===== config.mk =====
export PLATFORM = sky130hd
export DESIGN_NAME = mem_port_arbiter
export DESIGN_NICKNAME = d
export VERILOG_FILES = /design/src/rtl/mem_port_arbiter.sv
export SDC_FILE = /design/constraint.sdc
export NUM_CORES = 1
export LEC_CHECK = 0
export CAP_MARGIN = 20
export CORE_UTILIZATION = 35
export DETAILED_ROUTE_END_ITERATION = 7
export MAX_ROUTING_LAYER = met4
export PLACE_DENSITY = 0.69
export SLEW_MARGIN = 40
export SYNTH_ARGS = -nofsm -noshare
export SYNTH_HDL_FRONTEND = slang
export SYNTH_SLANG_ARGS = --single-unit

===== constraint.sdc =====
create_clock -name clk -period 2.6 [get_ports clk]
set_clock_uncertainty 0.05 [all_clocks]
set_input_delay 0.65 -clock clk [delete_from_list [all_inputs] [get_ports clk]]
set_output_delay 0.65 -clock clk [all_outputs]
set_load 0.01 [all_outputs]

===== src/rtl/mem_port_arbiter.sv =====
// mem_port_arbiter: time-multiplexes one single-ported, fixed-latency memory
// between the instruction-fetch and data-memory requesters. Each access holds
// the memory for MEM_LAT cycles, then returns a registered ack pulse and read
// data. Ties between the two requesters are broken round-robin.
module mem_port_arbiter #(
    parameter int ADDR_W  = 32,
    parameter int DATA_W  = 32,
    parameter int MEM_LAT = 2
) (
    input  logic              clk,
    input  logic              reset,
    // instruction-fetch requester
    input  logic              if_req,
    input  logic [ADDR_W-1:0] if_addr,
    output logic [DATA_W-1:0] if_rdata,
    output logic              if_ack,
    output logic              if_stall,
    // data-memory requester
    input  logic              dm_req,
    input  logic              dm_we,
    input  logic [ADDR_W-1:0] dm_addr,
    input  logic [DATA_W-1:0] dm_wdata,
    output logic [DATA_W-1:0] dm_rdata,
    output logic              dm_ack,
    output logic              dm_stall,
    // memory macro side
    output logic              mem_en,
    output logic              mem_we,
    output logic [ADDR_W-1:0] mem_addr,
    output logic [DATA_W-1:0] mem_wdata,
    input  logic [DATA_W-1:0] mem_rdata,
    // debug
    output logic [1:0]        grant_state
);

    localparam int                CNT_W    = $clog2(MEM_LAT) + 1;
    localparam logic [CNT_W-1:0]  CNT_LAST = CNT_W'(MEM_LAT - 1);

    typedef enum logic [1:0] {
        ST_IDLE    = 2'b00,
        ST_SERVE_I = 2'b01,
        ST_SERVE_D = 2'b10
    } state_e;

    typedef enum logic {
        GRANT_I = 1'b0,
        GRANT_D = 1'b1
    } grant_e;

    if (MEM_LAT < 1) begin : g_bad_lat
        $error("mem_port_arbiter: MEM_LAT must be at least 1");
    end

    state_e              state_q,      state_d;
    logic [CNT_W-1:0]    cnt_q,        cnt_d;
    grant_e              last_grant_q, last_grant_d;
    logic                if_ack_q,     if_ack_d;
    logic                dm_ack_q,     dm_ack_d;
    logic [DATA_W-1:0]   if_rdata_q,   if_rdata_d;
    logic [DATA_W-1:0]   dm_rdata_q,   dm_rdata_d;
    logic [ADDR_W-1:0]   addr_q,       addr_d;
    logic [DATA_W-1:0]   wdata_q,      wdata_d;
    logic                we_q,         we_d;

    logic                i_elig;
    logic                d_elig;
    logic                last_beat;

    // A requester whose ack is showing this cycle has just been served and
    // must not be granted again until it re-presents its request.
    always_comb begin
        i_elig    = if_req & ~if_ack_q;
        d_elig    = dm_req & ~dm_ack_q;
        last_beat = (cnt_q == CNT_LAST);
    end

    // Next-state, arbitration, access sequencing and completion capture.
    always_comb begin
        state_d      = state_q;
        cnt_d        = cnt_q;
        last_grant_d = last_grant_q;
        if_ack_d     = 1'b0;
        dm_ack_d     = 1'b0;
        if_rdata_d   = if_rdata_q;
        dm_rdata_d   = dm_rdata_q;
        addr_d       = addr_q;
        wdata_d      = wdata_q;
        we_d         = we_q;

        case (state_q)
            ST_IDLE: begin
                if (d_elig && (!i_elig || (last_grant_q == GRANT_I))) begin
                    state_d      = ST_SERVE_D;
                    cnt_d        = '0;
                    last_grant_d = GRANT_D;
                    addr_d       = dm_addr;
                    wdata_d      = dm_wdata;
                    we_d         = dm_we;
                end else if (i_elig) begin
                    state_d      = ST_SERVE_I;
                    cnt_d        = '0;
                    last_grant_d = GRANT_I;
                    addr_d       = if_addr;
                    we_d         = 1'b0;
                end
            end

            ST_SERVE_I: begin
                if (last_beat) begin
                    state_d    = ST_IDLE;
                    cnt_d      = '0;
                    if_rdata_d = mem_rdata;
                    if_ack_d   = 1'b1;
                end else begin
                    cnt_d = cnt_q + CNT_W'(1);
                end
            end

            ST_SERVE_D: begin
                if (last_beat) begin
                    state_d  = ST_IDLE;
                    cnt_d    = '0;
                    dm_ack_d = 1'b1;
                    if (!we_q) begin
                        dm_rdata_d = mem_rdata;
                    end
                end else begin
                    cnt_d = cnt_q + CNT_W'(1);
                end
            end

            default: begin
                state_d = ST_IDLE;
                cnt_d   = '0;
            end
        endcase
    end

    // State register with synchronous active-high reset.
    always_ff @(posedge clk) begin
        if (reset) begin
            state_q      <= ST_IDLE;
            cnt_q        <= '0;
            last_grant_q <= GRANT_I;
            if_ack_q     <= 1'b0;
            dm_ack_q     <= 1'b0;
            if_rdata_q   <= '0;
            dm_rdata_q   <= '0;
            addr_q       <= '0;
            wdata_q      <= '0;
            we_q         <= 1'b0;
        end else begin
            state_q      <= state_d;
            cnt_q        <= cnt_d;
            last_grant_q <= last_grant_d;
            if_ack_q     <= if_ack_d;
            dm_ack_q     <= dm_ack_d;
            if_rdata_q   <= if_rdata_d;
            dm_rdata_q   <= dm_rdata_d;
            addr_q       <= addr_d;
            wdata_q      <= wdata_d;
            we_q         <= we_d;
        end
    end

    // Memory strobes: the write strobe fires only on the final beat so a
    // store commits exactly once and an aborted store never reaches memory.
    always_comb begin
        mem_en    = (state_q != ST_IDLE);
        mem_we    = mem_en & we_q & last_beat;
        mem_addr  = addr_q;
        mem_wdata = wdata_q;
    end

    // Requester-facing outputs; stalls are combinational from req and the
    // registered ack.
    always_comb begin
        if_ack      = if_ack_q;
        dm_ack      = dm_ack_q;
        if_rdata    = if_rdata_q;
        dm_rdata    = dm_rdata_q;
        if_stall    = if_req & ~if_ack_q;
        dm_stall    = dm_req & ~dm_ack_q;
        grant_state = state_q;
    end

endmodule


# Yosys cells after proc, flatten, opt, wreduce, memory -nomap -nowiden
# Cells that the tools add are included.
[totals] regBits=136 inputBits=133 out_inout_bits=136 word_cells=54
[op_classes] n_addsub=1 eq_ne=5 muxes=14 bitwise_logic=10 reduce_logical=14
[op_table] operator="$mux 32" count=2
[op_table] operator="$mux 2" count=6
[op_table] operator="$pmux 2 s2" count=2
[op_table] operator="$reduce_and 2->1" count=4
[op_table] operator="$not 1->1" count=6
[op_table] operator="$reduce_or 2->1" count=3
[op_table] operator="$and 1x1->1" count=4
[op_table] operator="$eq 2x1->1 const B" count=2
[op_table] operator="$mux 1" count=4
[op_table] operator="$reduce_bool 2->1" count=2
[op_table] operator="$ne 3x3->1 const B" count=1
[op_table] operator="$reduce_and 3->1" count=1
[op_table] operator="$add 2x1->2 const B" count=1
[op_table] operator="$eq 2x2->1 const B" count=1
[op_table] operator="$logic_not 2->1" count=1
[op_table] operator="$ne 2x1->1 const B" count=1
[op_table] operator="$logic_and 1x1->1" count=1
[op_table] operator="$logic_not 1->1" count=1
[op_table] operator="$logic_or 1x1->1" count=1

# Logic depth before layout (Yosys ltp)
[logic_depth] ltp_word=7 mapped_depth=7 depth_no_buf=6

# Worst setup path before layout
# OpenSTA, ideal clock, no wires.
[synth_path] path_kind="flip-flop to output port" startpoint="register state_q[0], in the netlist grant_state[0]" endpoint="output mem_we" t_arrival_ps=1091 required_time_ps=1900 path_slack_ps=809 path_stages_with_launch=5 path_buffers=0 path_cell_list="dfxtp_1 > inv_1 > ha_1 > inv_2 > and3_1"
[synth_between] elab_chain_len=3
[synth_rtl] element="from (decl)" line="54" text="state_e state_q, state_d;"
[synth_rtl] element="from (signal assigned)" line="153" text="state_q <= state_d;"
[synth_rtl] element="$reduce_bool 2->1" line="169" text="mem_en = (state_q != ST_IDLE);"
[synth_rtl] element="net mem_en" line="27" text="output logic mem_en,"
[synth_rtl] element="$and 1x1->1 (2 in a row)" line="170" text="mem_we = mem_en & we_q & last_beat;"
[synth_rtl] element="to (decl)" line="28" text="output logic mem_we,"
# The timed path passes the listed nets, and every way through them passes these cells.

# Worst setup path after layout
[layout_path] startpoint="input if_req" endpoint="output if_stall"
[layout_between] elab_chain_len=1
[layout_rtl] element="from (decl)" line="13" text="input logic if_req,"
[layout_rtl] element="$and 1x1->1" line="182" text="if_stall = if_req & ~if_ack_q;"
[layout_rtl] element="to (decl)" line="17" text="output logic if_stall,"
# No other way between the ends.

==> results <==
- The die covers around 16000 sq um.
- The delay of the slowest cell on the worst path is roughly 0.53 ns.
- Of the synthesized area, sequential elements account for 0.5164.
- The detailed-route wire length per cell is 14.82 um.
- The via density per instance is around 4.8.
- 0 antenna diodes ended up in the layout.
- The initial detailed-routing violation count is between 300 and 400.
- The start point of the critical path is if_req.
- The number of nets in the synthesized netlist is ~780.
- The power per cell area is approximately 800 nW/um^2.
- The count of cells resized by post-cts repair is 2.
- Yosys mapped the design onto 33 distinct sky130hd cell types.
- The number of setup buffers added after CTS is 0.
- The number of DRC violations after detailed routing is 0.
- The final number of hold-violating endpoints is 0.
- Sorting the synthesized cells by how often they occur yields sky130_fd_sc_hd__nand2_1, sky130_fd_sc_hd__dfxtp_1, sky130_fd_sc_hd__a21oi_1.
- The worst endpoint data arrival time is ~1.8 ns.
- The largest total area in the synthesized netlist belongs to sky130_fd_sc_hd__dfxtp_1.
- The layout has about 1300 filler cells.
- The maximum number of pins on one net before global-route repair is 60.
- The worst path meets setup with between 0.07 and 0.08 ns of slack.
- Of the post-synthesis cell area, the dominant cell type holds 0.5164.
- STA classifies the critical path endpoint as an output pin.
- The number of buffers added to fix hold violations after cts is 0.
- The worst-case clock buffer depth is 2.
- Across every metal layer, demand over resource in global routing totals 0.2144.
- Of the cells placed in the final design, the portion with a size suffix greater than 1 is 0.09639.
- The via count of the first global-routing pass is between 4000 and 5000.
- Internal power comes to about 5000 uW.
- The gate count of the mapped netlist is ~640.
- The area occupied by multi-input gates is around 2300 sq um.
- VDD sags by at most roughly 0.00054 V.
- In the synthesized netlist the dominant register cell turns out to be sky130_fd_sc_hd__dfxtp_1.
- During I/O placement, the number of pins put on the boundary was 269.
- Counting stages on the worst path, the most repeated cell is sky130_fd_sc_hd__clkdlybuf4s50_1.
- The actual transition at the worst max-transition pin is 0.3827 ns.
- The destination of the worst hold path is mem_wdata[0].
- The root buffer cell is sky130_fd_sc_hd__clkbuf_16.
- Derived from the worst setup path, the maximum achievable clock frequency is between 300 and 400 MHz.
- The combined flip-flop and latch cell area is about 2700 sq um.
- The count of buffers added on input and output ports is roughly 270.
- The first global-routing pass estimated between 20000 and 30000 um of wire.
- The latest clock arrival within the worst-skew pair is approximately 0.41 ns.
- The synthesized design contains 0 enable-type register cells.
- The total congestion overflow is 0.
- The library cell with the highest instance count after synthesis is sky130_fd_sc_hd__nand2_1.
- The number of detailed-route iterations in the first pass is 6.
- The max-slew violation count is 0.
- The area overhead of the layout relative to synthesis is 66.30%.
- The fraction of power spent switching nets is 0.2907.
- The clock tree from TritonCTS is built.
- Across the run, the number of max-cap violations was 0.
- The count of non-filler cells in the finished layout is roughly 1100.
- The number of clock sinks is 136.
- The top fanout value on the critical path is 2.
- The worst register-to-register path ends at mem_addr[14].
- The sequential share of power is 0.356.
- In this run the vertical extent of the chip is 124.7 um.
- The number of antenna violations at the first check in global routing was 0.
- Of the total power, combinational logic draws 0.300.
- In this run the tightest slew margin relative to its limit is 0.7449.
- Clock-pin slew was measured on the worst setup and hold paths at about 0.050 ns.
- The total negative slack is 0 ns.
- The critical path contains buffers and inverters numbering 3 combined.
- Of the total power, the clock network draws 0.344.
- The synthesized area per cell is around 8 sq um.
- The worst hold path was traced through 2 stages.
- In this run the core area contains 44 standard-cell rows.
- The post-synth design cell area is between 5000 and 6000 sq um.
- The number of warnings issued by yosys is 0.
- STA classifies the critical path startpoint as a primary input.
- The cell class contributing the biggest share of worst-path delay is buffers and inverters.
- The worst-case setup slack after placement is ~0.076 ns.
- The critical path goes through clkdlybuf4s50_1, nand2b_4, inv_4, clkdlybuf4s50_1.
- Setup repair after global routing left no endpoint under its margin.
- The H-tree level count is 4.
- Routability-driven placement finished with a final weighted congestion of slightly below 0.8.
- The final clock period utilization by the worst path is 0.9727.
- The width of the die is 124.7 um.
- The worst path needs 2.529 ns of the cycle, external delays included.
- Counting the buffers created by CTS gives 17.
- The classification of the worst-slack hold path is flip-flop to flip-flop.
- The flow ran to the end, and the final reports show no timing, DRC or antenna violations.
- Setup violations remaining at the end of the flow were counted as 0.
- Summed over all layers, the routed wires come to around 16000 um.
- For this run, asynchronously set or reset flops after synthesis account for 0.
- The net count of the finished layout is just over 1000.
- Once detail routing completed, the nets flagged for antenna violations numbered 0.
- The register bit total from synthesis is between 100 and 150.
- The startpoint of the lowest-slack hold path is mem_wdata[0].
- The starting utilization of the core area is 0.3614.
- STA puts the critical path data required time at roughly 1.9 ns.
- The worst register-to-register path begins at grant_state[0].
- The kind of critical path is primary input to output pin.
- Measured in cells, the most critical reg-to-reg path has a length of 7.
- The register-to-register path setup slack is about 1.0 ns.
- The cell leakage power is roughly 0.0032 uW.
- The reported net switching power is between 2000 and 2500 uW.
- Ranked by total cell area, the synthesized netlist is headed by sky130_fd_sc_hd__dfxtp_1, sky130_fd_sc_hd__nand2_1, sky130_fd_sc_hd__a21oi_1.
- The cell type of the slowest stage on the worst timing path is sky130_fd_sc_hd__clkdlybuf4s50_1.
- The core region is 14590 sq um.
- The HPWL after detailed placement is between 10000 and 15000 um.
- The routed layout has between 5000 and 6000 vias.
- In this run, placement finished with an instance count of 1065.
## state kept, by name, indices dropped and copies added, names as in the netlist
name	cells
if_ack	1
cnt_q	2
last_grant_q	1
if_rdata	32
we_q	1
grant_state	2
dm_ack	1
dm_rdata	32
mem_addr	32
mem_wdata	32
## worst max-delay path by stage
stage / to / slack, ns / cells after the start
6_report: if_stall / 0.07 / 4
5_1_grt: if_stall / 0.04 / 4
4_1_cts: if_stall / 0.07 / 4
3_5_place_dp: if_stall / 0.08 / 4
3_3_place_gp: if_stall / 0.09 / 4
2_1_floorplan: mem_we / 0.81 / 4
## per-layer routing
| metal | vias to the layer above | wire (um) | GRT usage |
|---|---|---|---|
| met4 | 0 | 188 | 0.06662 |
| met3 | 12 | 1255 | 0.06873 |
| met5 | - | 0 | - |
| met1 | 2397 | 6955 | 0.2604 |
| li1 | 2635 | - | - |
| met2 | 184 | 7858 | 0.3370 |
## through the flow
step,power [uW],hold slack [ns],utilization,cell area [sq um]
after CTS,7085,0.4030,0.6010,8768
final,6999,0.4008,0.6010,8768
after detailed placement,4652,0.3953,0.5601,8172
after global routing,7370,0.4177,0.6010,8768
after floorplan,3637,0.4111,-,5273
after global placement,4627,0.3912,0.5601,8172
## final cells by class
cell class / count / area share
clock buffers: 25 / 0.05765
well taps: 184 / 0.02626
multi-input cells: 453 / 0.2594
flip-flops and latches: 136 / 0.3105
clock inverters: 7 / 0.01027
inverters: 5 / 0.002711
repair buffers: 287 / 0.3332
## power groups by stage
stage	sequential (uW)	clock (uW)	combinational, uW
2_1_floorplan	2650	0	984
3_3_place_gp	2530	0	2100
3_5_place_dp	2540	0	2110
4_1_cts	2500	2460	2130
5_1_grt	2530	2570	2270
6_report	2490	2410	2100
## kinds of logic (layout without fill, tap and decap cells)
| logic type | count (synthesis) | in the layout | synth area share |
|---|---|---|---|
| adders and majority gates | 3 | 3 | 0.007120 |
| DFF | 136 | 136 | 0.5164 |
| AOI/OAI and AO/OA | 169 | 169 | 0.2079 |
| muxes | 2 | 2 | 0.003797 |
| buffers and inverters | 52 | 324 | 0.05387 |
| and+or+nand+nor | 279 | 279 | 0.2110 |
## cell usage in the layout (no fill, tap or decap), drive strengths merged, types with 3 or more instances in the layout
master and instances:
a211oi 32, a21oi 132, buf 20, clkbuf 25, clkdlybuf4s50 266, clkinv 3
dfxtp 136, ha 3, inv 5, nand2 226, nand2b 3, nand3 3
nor2 37, nor3b 3
## worst register-to-register path, stage by stage (launching register included)
cell                       delay [ns]
sky130_fd_sc_hd__dfxtp_1         0.32
sky130_fd_sc_hd__inv_1           0.10
sky130_fd_sc_hd__ha_2            0.28
sky130_fd_sc_hd__inv_2           0.08
sky130_fd_sc_hd__a21oi_4         0.15
sky130_fd_sc_hd__buf_12          0.21
sky130_fd_sc_hd__nor2_1          0.08
sky130_fd_sc_hd__a211oi_1        0.22
Power figures use the tool's default switching activity.
